$ cat src/rtl/obi_bank_xbar.sv
// rtl/obi_bank_xbar.sv - NMASTERS x N_BANKS OBI crossbar with per-bank round-robin and in-order response routing
// Optional per-bank conflict counters are built when MOCHILA_XBAR_PERF_EN is defined.

package obi_bank_xbar_pkg;
   typedef struct packed {
      logic        req;
      logic        we;
      logic [3:0]  be;
      logic [31:0] addr;
      logic [31:0] wdata;
   } obi_req_t;

   typedef struct packed {
      logic        gnt;
      logic        rvalid;
      logic [31:0] rdata;
   } obi_resp_t;
endpackage

module obi_bank_xbar
   import obi_bank_xbar_pkg::*;
#(
   parameter int unsigned NMASTERS        = 4,
   parameter int unsigned N_BANKS         = 2,
   parameter logic [31:0] BANK_SIZE       = 32'h8000,
   parameter bit          INTERLEAVED     = 1'b0,
   parameter int unsigned MAX_OUTSTANDING = 2
) (
   input  logic        clk_i,
   input  logic        rst_ni,
   input  obi_req_t    master_req_i   [NMASTERS],
   output obi_resp_t   master_resp_o  [NMASTERS],
   output obi_req_t    ram_req_o      [N_BANKS],
   input  obi_resp_t   ram_resp_i     [N_BANKS],
   output logic        protocol_err_o,
   output logic [31:0] conflict_cnt_o [N_BANKS]
);
   localparam int unsigned BW       = $clog2(N_BANKS);
   localparam int unsigned MW       = (NMASTERS > 1) ? $clog2(NMASTERS) : 1;
   localparam int unsigned OW       = $clog2(MAX_OUTSTANDING + 1);
   localparam int unsigned FD       = NMASTERS * MAX_OUTSTANDING;
   localparam int unsigned FW       = (FD > 1) ? $clog2(FD) : 1;
   localparam int unsigned BANK_LSB = INTERLEAVED ? 2 : $clog2(BANK_SIZE);

   logic [BW-1:0]       sel       [NMASTERS];
   logic [NMASTERS-1:0] elig      [N_BANKS];
   logic [MW-1:0]       winner    [N_BANKS];
   logic [MW-1:0]       head      [N_BANKS];
   logic [N_BANKS-1:0]  bank_req, bank_hs, bank_rv, fifo_empty;
   logic [NMASTERS-1:0] m_gnt, m_rv;

   logic [OW-1:0]       out_cnt   [NMASTERS];
   logic [BW-1:0]       last_bank [NMASTERS];
   logic [MW-1:0]       ptr       [N_BANKS];
   logic [N_BANKS-1:0]  lock_valid;
   logic [MW-1:0]       lock_idx  [N_BANKS];
   logic [MW-1:0]       fifo_mem  [N_BANKS][FD];
   logic [FW-1:0]       wr_ptr    [N_BANKS];
   logic [FW-1:0]       rd_ptr    [N_BANKS];
   logic [FW:0]         fifo_cnt  [N_BANKS];

   // A master with responses pending may only target the bank it already talks to.
   always_comb begin
      for (int m = 0; m < NMASTERS; m++) begin
         sel[m] = master_req_i[m].addr[BANK_LSB +: BW];
      end
      for (int b = 0; b < N_BANKS; b++) begin
         elig[b] = '0;
         for (int m = 0; m < NMASTERS; m++) begin
            elig[b][m] = master_req_i[m].req && (sel[m] == BW'(b)) &&
                         (out_cnt[m] < OW'(MAX_OUTSTANDING)) &&
                         ((out_cnt[m] == '0) || (last_bank[m] == BW'(b)));
         end
      end
   end

   always_comb begin : arb
      logic          found;
      int unsigned   idx;
      logic [MW-1:0] im;
      found = 1'b0;
      idx   = 0;
      im    = '0;
      for (int b = 0; b < N_BANKS; b++) begin
         winner[b] = '0;
         found     = 1'b0;
         for (int unsigned i = 0; i < NMASTERS; i++) begin
            idx = (32'(ptr[b]) + i) % NMASTERS;
            im  = MW'(idx);
            if (!found && elig[b][im]) begin
               found     = 1'b1;
               winner[b] = im;
            end
         end
         bank_req[b] = found;
         // A stalled request keeps its winner so addr/wdata stay stable until gnt.
         if (lock_valid[b] && master_req_i[lock_idx[b]].req) begin
            winner[b]   = lock_idx[b];
            bank_req[b] = 1'b1;
         end
         bank_hs[b] = bank_req[b] && ram_resp_i[b].gnt;
      end
   end

   always_comb begin
      m_gnt = '0;
      m_rv  = '0;
      for (int m = 0; m < NMASTERS; m++) begin
         master_resp_o[m] = '0;
      end
      for (int b = 0; b < N_BANKS; b++) begin
         ram_req_o[b] = '0;
         if (bank_req[b]) begin
            ram_req_o[b]     = master_req_i[winner[b]];
            ram_req_o[b].req = 1'b1;
         end
         if (bank_hs[b]) begin
            master_resp_o[winner[b]].gnt = 1'b1;
            m_gnt[winner[b]]             = 1'b1;
         end
         head[b]       = fifo_mem[b][rd_ptr[b]];
         fifo_empty[b] = (fifo_cnt[b] == '0);
         bank_rv[b]    = ram_resp_i[b].rvalid && !fifo_empty[b];
         if (bank_rv[b]) begin
            master_resp_o[head[b]].rvalid = 1'b1;
            master_resp_o[head[b]].rdata  = ram_resp_i[b].rdata;
            m_rv[head[b]]                 = 1'b1;
         end
      end
   end

   always_ff @(posedge clk_i or negedge rst_ni) begin
      if (!rst_ni) begin
         for (int m = 0; m < NMASTERS; m++) begin
            out_cnt[m]   <= '0;
            last_bank[m] <= '0;
         end
         for (int b = 0; b < N_BANKS; b++) begin
            ptr[b]      <= '0;
            lock_idx[b] <= '0;
            wr_ptr[b]   <= '0;
            rd_ptr[b]   <= '0;
            fifo_cnt[b] <= '0;
            for (int d = 0; d < FD; d++) begin
               fifo_mem[b][d] <= '0;
            end
         end
         lock_valid     <= '0;
         protocol_err_o <= 1'b0;
      end else begin
         for (int m = 0; m < NMASTERS; m++) begin
            if (m_gnt[m] && !m_rv[m]) begin
               out_cnt[m] <= out_cnt[m] + 1'b1;
            end else if (!m_gnt[m] && m_rv[m]) begin
               out_cnt[m] <= out_cnt[m] - 1'b1;
            end
            if (m_gnt[m]) begin
               last_bank[m] <= sel[m];
            end
         end
         for (int b = 0; b < N_BANKS; b++) begin
            if (bank_hs[b]) begin
               ptr[b]                 <= (winner[b] == MW'(NMASTERS - 1)) ? '0 : winner[b] + 1'b1;
               lock_valid[b]          <= 1'b0;
               fifo_mem[b][wr_ptr[b]] <= winner[b];
               wr_ptr[b]              <= (wr_ptr[b] == FW'(FD - 1)) ? '0 : wr_ptr[b] + 1'b1;
            end else begin
               lock_valid[b] <= bank_req[b];
               lock_idx[b]   <= winner[b];
            end
            if (bank_rv[b]) begin
               rd_ptr[b] <= (rd_ptr[b] == FW'(FD - 1)) ? '0 : rd_ptr[b] + 1'b1;
            end
            if (bank_hs[b] && !bank_rv[b]) begin
               fifo_cnt[b] <= fifo_cnt[b] + 1'b1;
            end else if (!bank_hs[b] && bank_rv[b]) begin
               fifo_cnt[b] <= fifo_cnt[b] - 1'b1;
            end
            if (ram_resp_i[b].rvalid && fifo_empty[b]) begin
               protocol_err_o <= 1'b1;
            end
         end
      end
   end

`ifdef MOCHILA_XBAR_PERF_EN
   logic [31:0] conflict_q [N_BANKS];

   always_ff @(posedge clk_i or negedge rst_ni) begin
      if (!rst_ni) begin
         for (int b = 0; b < N_BANKS; b++) begin
            conflict_q[b] <= '0;
         end
      end else begin
         for (int b = 0; b < N_BANKS; b++) begin
            if (($countones(elig[b]) >= 2) && (conflict_q[b] != 32'hFFFF_FFFF)) begin
               conflict_q[b] <= conflict_q[b] + 32'd1;
            end
         end
      end
   end

   always_comb begin
      for (int b = 0; b < N_BANKS; b++) begin
         conflict_cnt_o[b] = conflict_q[b];
      end
   end
`else
   always_comb begin
      for (int b = 0; b < N_BANKS; b++) begin
         conflict_cnt_o[b] = '0;
      end
   end
`endif

endmodule

$ cat config.mk
export PLATFORM = sky130hd
export DESIGN_NAME = obi_bank_xbar
export DESIGN_NICKNAME = d
export VERILOG_FILES = /design/src/rtl/obi_bank_xbar.sv
export SDC_FILE = /design/constraint.sdc
export NUM_CORES = 1
export LEC_CHECK = 0
export ABC_AREA = 1
export BUFFER_PORTS_ARGS = -buffer_cell sky130_fd_sc_hd__buf_2
export CAP_MARGIN = 20
export CORE_AREA = 2 2 267 269
export CTS_BUF_LIST = sky130_fd_sc_hd__clkbuf_8
export DETAILED_ROUTE_END_ITERATION = 10
export DIE_AREA = 0 0 269 271
export PLACE_DENSITY = 0.41
export SYNTH_ARGS = -nofsm -noshare
export SYNTH_HDL_FRONTEND = slang
export SYNTH_SLANG_ARGS = --single-unit
$ cat constraint.sdc
create_clock -name clk_i -period 9.1 [get_ports clk_i]
set_input_delay 2.73 -clock clk_i [delete_from_list [all_inputs] [get_ports clk_i]]
set_output_delay 2.73 -clock clk_i [all_outputs]
set_load 0.005 [all_outputs]
# [Word level (Yosys, flattened, before mapping)]
# Cells that the tools add are included.
[word_totals] reg_bits=75 out_inout_bits=341
[classes] add_sub_neg=24 order_cmp=36 n_eq_ne=6 muxes=117 n_bitwise=20 reduce_logical=101
[ops] operator="bitwise mux 136 bit" count=5
[ops] operator="binary-select mux 70 bit (select 2 bit)" count=4
[ops] operator="2-to-1 mux 136 bit" count=4
[ops] operator="2-to-1 mux 70 bit" count=6
[ops] operator="demux 34 bit (select 2 bit)" count=6
[ops] operator="2-to-1 mux 69 bit" count=4
[ops] operator="2-to-1 mux 34 bit" count=2
[ops] operator="2-to-1 mux 33 bit" count=2
[ops] operator="2-to-1 mux 32 bit" count=2
[ops] operator="logical AND 1 bit" count=60
[ops] operator="2-to-1 mux 2 bit" count=26
[ops] operator="< comparator 2 x 3 -> 1 bit, second input constant" count=12
[ops] operator="bitwise mux 16 bit" count=2
[ops] operator="2-to-1 mux 4 bit" count=8
[ops] operator="2-to-1 mux 1 bit" count=26
[ops] operator="zero test 1 bit" count=20
[ops] operator=">= comparator 3 bit, second input constant" count=6
[ops] operator="NOT 2 -> 3 bit" count=6
[ops] operator="adder 2 x 1 -> 2 bit, second input constant" count=8
[ops] operator="binary-select mux 1 bit (select 2 bit)" count=8
[ops] operator=">= comparator 4 bit, second input constant" count=4
[ops] operator="NOT 3 -> 4 bit" count=4
[ops] operator="nonzero test 2 bit" count=7
[ops] operator="adder 3 x 1 -> 3 bit, second input constant" count=4
[ops] operator="19 further kinds" count=68

# [Longest topological paths before layout]
# Gate-level depths: netlist of run 1.
[depth] word_depth=31 ltp_mapped=22 ltp_nobuf=21

# [Least setup slack after synthesis of run 1]
# OpenSTA, ideal clock, no wires.
[synth_timing] kind="input to output" from="in master_req_i[139] in the netlist's numbering" to="out master_resp_o[33] in the netlist's numbering" t_arrival_ps=4404 required_time_ps=6370 setup_slack_ps=1966 cell_stages=16 n_path_buf=2 cell_sequence="inv_1 > nor3_1 > nand3_1 > nand2_1 > nand2_1 > nand2_1 > nand3_1 > o21ai_0 > nand2_1 > nand2_1 > buf_2 > buf_2 > inv_1 > ha_1 > nand2_1 > nand2_1"
[synth_lines] element="start, declared" line_no="31" source="input obi_req_t master_req_i [NMASTERS],"
[synth_lines] element="end, declared" line_no="32" source="output obi_resp_t master_resp_o [NMASTERS],"

==> flow_metrics.env, run 1 <==
export IMPL_status="finished clean"
export IMPL_layout_drive_gt1_share_pct=24.20
export IMPL_cts_sinks=75
export IMPL_ant_nets=0
export IMPL_worst_pin_slew_ps=1163
export IMPL_cp_depth=17
export IMPL_min_path_cells=1
export IMPL_dp_cells=3862
export IMPL_avgViaCountPerCell=4.479
export IMPL_slowest_stage="buf_12"
export IMPL_cts_tree="yes"
export IMPL_cts_buffers=9
export IMPL_slowest_delay_ps=340
export IMPL_cp_required_ps=6370
export IMPL_grt_setup_unrepaired="false"
export IMPL_r2r_start="ptr[2]$_DFFE_PN0P_"
export IMPL_synth_edf_count=0
export IMPL_fin_nets=3311
export IMPL_finalClockSkew_ps=16.91
export IMPL_r2r_cells=18
export IMPL_io_pins=691
export IMPL_dieHeight_um=271
export IMPL_vias=17440
export IMPL_crit_top_cell="nand2_1"
export IMPL_finalCriticalPeriod_ps=8273
export IMPL_synth_seq_cells=75
export IMPL_synth_top_cells_by_count="nand2_1 (714), nand3_1 (417), inv_1 (334)"
export IMPL_setup_tns_ps=0
export IMPL_yosysWarnings=0
export IMPL_startpoint="master_req_i[187]"
export IMPL_synth_seq_area_share_pct=14.53
export IMPL_portBuffers=626
export IMPL_synth_top_area_cell="nand2_1"
export IMPL_synth_cells=2432
export IMPL_cts_resized=0
export IMPL_holdCritPathClass="reg2reg"
export IMPL_cp_top_family="simple AND/OR/NAND/NOR gates"
export IMPL_path_clk_slew_ps=80
export IMPL_cp_max_fo=138
export IMPL_ys_types=39
export IMPL_initial_utilization_pct=18.51
export IMPL_drt_pass1_iterations=6
export IMPL_whs_ps=480.9
export IMPL_start_kind="input port"
export IMPL_synth_ff_type="dfrtp_1"
export IMPL_setup_viol=0
export IMPL_fin_cells=3893
export IMPL_grt_max_degree=139
export IMPL_finalWeightedCongestion=0.8553
export IMPL_grt_pass1_vias=16050
export IMPL_crit_path_end_kind="output port"
export IMPL_synthesis_area_um2=12910
export IMPL_design_die_area_um2=72900
export IMPL_synthArstFlopShare_pct=100.0
export IMPL_crit_arrival_ps=5540
export IMPL_path_class="in2out"
export IMPL_antenna_found_initial=32
export IMPL_row_count=97
export IMPL_drt_drc_violations_left=0
export IMPL_synth_area_leaders="nand2_1 (21%), nand3_1 (16%), dfrtp_1 (15%)"
export IMPL_path_buf_inv=4
export IMPL_cap_violations=0
export IMPL_fmax_ghz=0.1209
export IMPL_wl_um=71110
export IMPL_htreeDepth=3
export IMPL_cts_hold_buf=0
export IMPL_maxSlewHeadroom_pct=22.50
export IMPL_cts_buffer_depth=2
export IMPL_min_delay_start="fifo_cnt[3]$_DFFE_PN0P_"
export IMPL_place_hpwl_um=53060
export IMPL_dieWidth_um=269
export IMPL_finalCritPeriodShare_pct=90.92
export IMPL_post_cts_buffers=0
export IMPL_yosysMostFrequentCell="nand2_1"
export IMPL_worstSkewPairLatency_ps=380
export IMPL_syn_to_final_growth_pct=31.36
export IMPL_hold_violations=0
export IMPL_synth_top_cell_area_share_pct=20.75
export IMPL_grt_ovfl_total=0
export IMPL_clockRootBuffer="clkbuf_8"
export IMPL_grt_total_usage_pct=18.16
export IMPL_post_drt_wl_per_cell_um=18.27
export IMPL_grt_pass1_wl_um=102000
export IMPL_drv_slew=0
export IMPL_drt_iter0_drc=1173
export IMPL_core_area_um2=69790
export IMPL_avgSynthCellArea_um2=5.310
export IMPL_cp_cell_sequence="buf_2, nand2_1, nor2_1, nand3_1, nand2_1, nand2_1, nand2_1, inv_2, nand2_2, nor2_8, nor2_4, buf_12, nand3_1, nand3_1, nand2_1, nor2_1, buf_2"
==> path summary, 6_finish.rpt <==
kind	to	slack, ps
worst max-delay path	ram_req_o[29]	830
worst min-delay path	fifo_cnt[3]$_DFFE_PN0P_	480
worst max register to register	fifo_cnt[7]$_DFFE_PN0P_	5010
worst min register to register	fifo_cnt[3]$_DFFE_PN0P_	480
max in group asynchronous	rd_ptr[0]$_DFFE_PN0P_	5840
min in group asynchronous	ptr[2]$_DFFE_PN0P_	2280
==> registers in the layout (all words and copies together), names as in the netlist <==
register and count:
protocol_err_o 1, lock_valid 2, rd_ptr 6, last_bank 4, lock_idx 4, fifo_cnt 8, wr_ptr 6, fifo_mem 32
out_cnt 8, ptr 4
==> cell families (layout without fill, tap and decap cells) <==
| kind of cell | count (synthesis) | in the layout | share of synthesized area (%) |
|---|---|---|---|
| AOI/OAI and AO/OA | 312 | 312 | 13.34 |
| DFF | 75 | 75 | 14.53 |
| other | 1 | 79 | 0.02904 |
| adders and majority gates | 28 | 28 | 2.829 |
| and+or+nand+nor | 1418 | 1418 | 47.91 |
| muxes | 2 | 2 | 0.1744 |
| buffers and inverters | 580 | 1023 | 20.04 |
| xor gates and xnor gates | 16 | 16 | 1.143 |
==> layer usage <==
layer / vias up / part of all wire, % / GRT usage [%]
li1: 8655 / - / -
met1: 8012 / 41 / 21.93
met2: 654 / 50 / 32.59
met3: 87 / 7.3 / 4.078
met4: 28 / 1.7 / 3.611
met5: - / 0.24 / 0
==> placed cells by master (no fill, tap or decap), types with 10 or more instances in the layout <==
cell,n
buf_4,28
nand2_1,711
o22ai_1,97
ha_1,26
nor2_1,196
o21ai_0,105
dfrtp_1,75
inv_1,334
nand3_1,416
xnor2_1,12
nand3b_1,70
buf_12,12
o21ai_1,11
conb_1,64
diode_2,15
buf_2,625
a21oi_1,86
clkbuf_8,10
==> stage by stage <==
stage | util (%) | setup WS (ps) | area (µm²)
4_1_cts | 24.26 | 909.4 | 16930
3_3_place_gp | 23.90 | 920.3 | 16680
3_5_place_dp | 23.90 | 912.6 | 16680
5_1_grt | 24.28 | 665.0 | 16940
2_1_floorplan | - | 1966 | 13150
6_report | 24.31 | 826.6 | 16970
==> area by class of cell <==
type                       instances  area, µm²
clock buffer                      10      137.6
fill                            8244      52820
clock inverter                     6      112.6
timing repair buffer             665       3578
sequential                        75       1877
antenna                           15      37.54
inverter                         342       1285
tap                              940       1176
multi-input combinational       1840       8761
Power of run 1 is not shown: default switching activity piles up to over one toggle a cycle in this logic, so the estimate is an artifact.
==> inputs of run 2 (changes only) <==
CTS_BUF_LIST = default   (was sky130_fd_sc_hd__clkbuf_8)
==> run 2 against run 1 <==
- die area did not move
- cell count barely moved
- worst hold slack got worse by 3.1 ps
- first-iteration DRC count fell by 2.3%
- maximum frequency barely moved
- register-to-register slack got worse by 30 ps
- global-route usage barely moved
- critical path depth fell by 1
- sequential cell count did not move
==> flow_metrics.env, run 2 (synthesized netlist as in run 1, its figures left out) <==
export IMPL_status="finished clean"
export IMPL_path_clk_slew_ps=60
export IMPL_grt_most_used_layer="met2"
export IMPL_maxSlewHeadroom_pct=26.65
export IMPL_htreeDepth=3
export IMPL_reg2reg_to="fifo_cnt[7]$_DFFE_PN0P_"
export IMPL_cp_max_fo=104
export IMPL_startpoint="master_req_i[117]"
export IMPL_io_pins=691
export IMPL_core_area_um2=69790
export IMPL_holdCritPathClass="reg2reg"
export IMPL_initial_utilization_pct=18.51
export IMPL_drt_iter0_drc=1146
export IMPL_cts_resized=0
export IMPL_grt_max_degree=139
export IMPL_met3_usage_pct=4.214
export IMPL_endpoint="ram_req_o[84]"
export IMPL_setup_viol=0
export IMPL_r2r_cells=18
export IMPL_finalCriticalPeriod_ps=8267
export IMPL_cts_sinks=75
export IMPL_largest_register="fifo_mem"
export IMPL_finalClockSkew_ps=10.84
export IMPL_start_kind="input port"
export IMPL_crit_path_end_kind="output port"
export IMPL_finalWeightedCongestion=0.8553
export IMPL_wl_um=71060
export IMPL_finalCritPeriodShare_pct=90.85
export IMPL_post_drt_wl_per_cell_um=18.26
export IMPL_r2r_start="ptr[2]$_DFFE_PN0P_"
export IMPL_layout_drive_gt1_share_pct=24.20
export IMPL_avgViaCountPerCell=4.483
export IMPL_dieWidth_um=269
export IMPL_vias=17450
export IMPL_worst_pin_slew_ps=1100
export IMPL_grt_setup_unrepaired="false"
export IMPL_fmax_ghz=0.1210
export IMPL_grt_pass1_vias=16050
export IMPL_grt_ovfl_total=0
export IMPL_hold_violations=0
export IMPL_cts_buffers=9
export IMPL_dieHeight_um=271
export IMPL_worstSkewPairLatency_ps=350
export IMPL_n_fill_cell=8236
export IMPL_cts_hold_buf=0
export IMPL_cts_buffer_depth=2
export IMPL_antenna_found_initial=32
export IMPL_ant_nets=0
export IMPL_drt_pass1_iterations=5
export IMPL_clockRootBuffer="clkbuf_16"
export IMPL_top_regs="fifo_mem (32), fifo_cnt (8), out_cnt (8)"
export IMPL_place_hpwl_um=53060
export IMPL_grt_total_usage_pct=18.18
export IMPL_portBuffers=626
export IMPL_setup_tns_ps=0
export IMPL_crit_arrival_ps=5540
export IMPL_rrSetupSlack_ps=4980
export IMPL_met2_usage_pct=32.56
export IMPL_final_cell_mix="nand2_1 (711), buf_2 (625), nand3_1 (416)"
export IMPL_design_die_area_um2=72900
export IMPL_drt_drc_violations_left=0
export IMPL_path_class="in2out"
export IMPL_row_count=97
export IMPL_fin_nets=3311
export IMPL_largest_reg_flops=32
export IMPL_drv_slew=0
export IMPL_cts_tree="yes"
export IMPL_grt_pass1_wl_um=102000
export IMPL_cap_violations=0
export IMPL_cp_required_ps=6370
export IMPL_syn_to_final_growth_pct=32.13
export IMPL_layout_commonest_cell="nand2_1"
export IMPL_grtUsageMet1_pct=21.95
export IMPL_post_cts_buffers=0
run 2: cell count changes in the layout (fill, tap and decap cells not counted):
cell / delta
clkbuf_8: -9
diode_2: -1
clkbuf_16: +9
run 2: critical path, cell delays in order:
cell	delay, ps
buf_2	130
nor3_1	240
nand3_1	170
nand3_1	120
o21ai_2	80
nand3_1	130
nor2_2	90
nor2_4	180
buf_12	380
buf_4	500
nand3_1	130
nand2_1	100
nand2_1	50
nand2_1	60
nor2_1	70
buf_2	130
run 2: worst min-delay path by stage:
stage,depth (start not counted),slack [ps],startpoint,end
final,1,480,fifo_cnt[3]$_DFFE_PN0P_,fifo_cnt[3]$_DFFE_PN0P_
after global routing,1,500,fifo_cnt[7]$_DFFE_PN0P_,fifo_cnt[7]$_DFFE_PN0P_
after CTS,1,480,fifo_cnt[7]$_DFFE_PN0P_,fifo_cnt[7]$_DFFE_PN0P_
after detailed placement,1,470,fifo_cnt[7]$_DFFE_PN0P_,fifo_cnt[7]$_DFFE_PN0P_
after global placement,1,470,fifo_cnt[3]$_DFFE_PN0P_,fifo_cnt[3]$_DFFE_PN0P_
after floorplan,1,450,fifo_cnt[3]$_DFFE_PN0P_,fifo_cnt[3]$_DFFE_PN0P_
run 2: stage by stage:
stage	util [%]	cells	setup slack [ps]	hold slack [ps]	instance area [µm²]
after floorplan	-	2495	1966	446.5	13150
after global placement	23.90	3862	920.3	467.9	16680
after detailed placement	23.90	3862	912.6	468.0	16680
after CTS	24.40	3878	909.4	480.3	17030
after global routing	24.42	3884	665.0	500.0	17040
final	24.45	3892	833.0	477.8	17060
run 2: final cells by class:
cell class / count / area [µm²] / share of cell area [%]
clock inverter: 6 / 112.6 / 0.6599
clock buffer: 10 / 239.0 / 1.400
inverter: 342 / 1285 / 7.530
timing repair buffer: 665 / 3578 / 20.97
multi-input combinational: 1840 / 8761 / 51.34
sequential: 75 / 1877 / 11.00
tap: 940 / 1176 / 6.893
antenna: 14 / 35.03 / 0.2053
run 2: metal layers:
| metal | wire length [µm] | share of wire (%) | vias up |
|---|---|---|---|
| met5 | 172 | 0.24 | - |
| met4 | 1188 | 1.7 | 28 |
| met3 | 5016 | 7.1 | 85 |
| met2 | 35620 | 50 | 626 |
| met1 | 29060 | 41 | 8051 |
| li1 | - | - | 8657 |
Power of run 2 is left out for the same reason.
==> inputs of run 3 (changes only) <==
--- a/constraint.sdc
+++ b/constraint.sdc
@@ -3,2 +3,2 @@
 set_output_delay 2.73 -clock clk_i [all_outputs]
-set_load 0.005 [all_outputs]
+set_load 0.1 [all_outputs]
==> run 3 against run 2 <==
- via count is essentially flat
- sequential share of layout area shrank 0.78 points
- critical path depth is the same
- register-to-register slack gained 440 ps
- highest routed layer unchanged
==> flow_metrics.env, run 3 (synthesized netlist as in run 1, its figures left out) <==
export IMPL_status="finished clean"
export IMPL_io_pins=691
export IMPL_setup_viol=0
export IMPL_n_fill_cell=8137
export IMPL_r2r_start="ptr[2]$_DFFE_PN0P_"
export IMPL_core_area_um2=69790
export IMPL_start_kind="input port"
export IMPL_largest_register="fifo_mem"
export IMPL_fin_nets=3325
export IMPL_fmax_ghz=0.1194
export IMPL_cts_buffers=9
export IMPL_cts_tree="yes"
export IMPL_finalCriticalPeriod_ps=8376
export IMPL_crit_path_end_kind="output port"
export IMPL_path_clk_slew_ps=60
export IMPL_dieHeight_um=271
export IMPL_final_cell_mix="nand2_1 (711), buf_2 (545), nand3_1 (416)"
export IMPL_layout_commonest_cell="nand2_1"
export IMPL_avgViaCountPerCell=4.467
export IMPL_cts_sinks=75
export IMPL_drt_pass1_iterations=5
export IMPL_crit_arrival_ps=5650
export IMPL_htreeDepth=3
export IMPL_maxSlewHeadroom_pct=37.54
export IMPL_cts_buffer_depth=2
export IMPL_post_drt_wl_per_cell_um=18.37
export IMPL_design_die_area_um2=72900
export IMPL_wl_um=71770
export IMPL_path_class="in2out"
export IMPL_finalWeightedCongestion=0.8701
export IMPL_grt_pass1_vias=16340
export IMPL_multi_input_area_um2=8761
export IMPL_post_cts_buffers=0
export IMPL_rrSetupSlack_ps=5420
export IMPL_setup_tns_ps=0
export IMPL_layout_drive_gt1_share_pct=24.56
export IMPL_cts_resized=0
export IMPL_top_regs="fifo_mem (32), fifo_cnt (8), out_cnt (8)"
export IMPL_cap_violations=0
export IMPL_reg2reg_to="fifo_cnt[7]$_DFFE_PN0P_"
export IMPL_clockRootBuffer="clkbuf_16"
export IMPL_grt_setup_unrepaired="false"
export IMPL_grt_pass1_wl_um=104000
export IMPL_cp_max_fo=109
export IMPL_vias=17450
export IMPL_antenna_found_initial=33
export IMPL_finalClockSkew_ps=10.06
export IMPL_hold_violations=0
export IMPL_grt_ovfl_total=0
export IMPL_r2r_cells=18
export IMPL_grt_max_degree=110
export IMPL_syn_to_final_growth_pct=42.14
export IMPL_place_hpwl_um=54930
export IMPL_grt_total_usage_pct=18.47
export IMPL_finalCritPeriodShare_pct=92.04
export IMPL_largest_reg_flops=32
export IMPL_dieWidth_um=269
export IMPL_row_count=97
export IMPL_min_path_cells=1
export IMPL_min_delay_start="fifo_cnt[3]$_DFFE_PN0P_"
export IMPL_cts_hold_buf=0
export IMPL_worstSkewPairLatency_ps=350
export IMPL_drt_iter0_drc=1180
export IMPL_worst_pin_slew_ps=936.9
export IMPL_initial_utilization_pct=18.51
export IMPL_seqCellArea_um2=1877
export IMPL_drv_slew=0
export IMPL_cp_required_ps=6370
export IMPL_holdCritPathClass="reg2reg"
export IMPL_drt_drc_violations_left=0
export IMPL_min_to="fifo_cnt[3]$_DFFE_PN0P_"
export IMPL_ant_nets=0
export IMPL_portBuffers=626
## run 3: per-stage QoR
step	hold slack (ps)	std cells	setup WS [ps]	cell area [µm²]	utilization, %
3_3_place_gp	465.0	3876	846.4	18000	25.79
5_1_grt	502.4	3899	479.6	18340	26.28
2_1_floorplan	446.5	2495	451.7	13150	-
6_report	475.5	3907	724.3	18360	26.31
3_5_place_dp	466.4	3876	821.6	18000	25.79
4_1_cts	478.6	3892	810.6	18320	26.25
## run 3: final cells by class
type                       count  area share (%)
timing repair buffer         679           26.68
clock inverter                 7          0.5384
sequential                    75           10.22
clock buffer                   9           1.227
multi-input combinational   1840           47.72
inverter                     342           7.000
tap                          940           6.407
antenna                       15          0.2045
## run 3: worst max path at each step
stage                      startpoint                 to  slack (ps)
CTS                 master_req_i[187]  master_resp_o[33]         810
global route        master_req_i[187]  master_resp_o[33]         480
floorplan           master_req_i[139]     ram_req_o[106]         450
finish              master_req_i[117]      ram_req_o[97]         720
detailed placement  master_req_i[187]  master_resp_o[33]         820
global placement    master_req_i[187]  master_resp_o[33]         850
## run 3: metal layers
layer | track usage [%] | wire, µm | vias to the layer above
li1 | - | - | 8686
met1 | 22.17 | 29190 | 7987
met2 | 33.40 | 35980 | 665
met3 | 4.442 | 5379 | 82
met4 | 3.012 | 993 | 34
met5 | 0 | 237 | -
## run 3: worst max-delay path, stage by stage
cell,delay [ps]
buf_2,130
nor3_1,270
nand3_1,170
nand3_1,130
o21ai_2,90
nand3_1,120
nor2_2,80
nor2_4,190
buf_12,410
buf_4,450
nand3_1,130
nand2_1,90
nand2_1,40
nand2_1,50
nor2_1,60
buf_2,290
Power of run 3 is left out for the same reason.
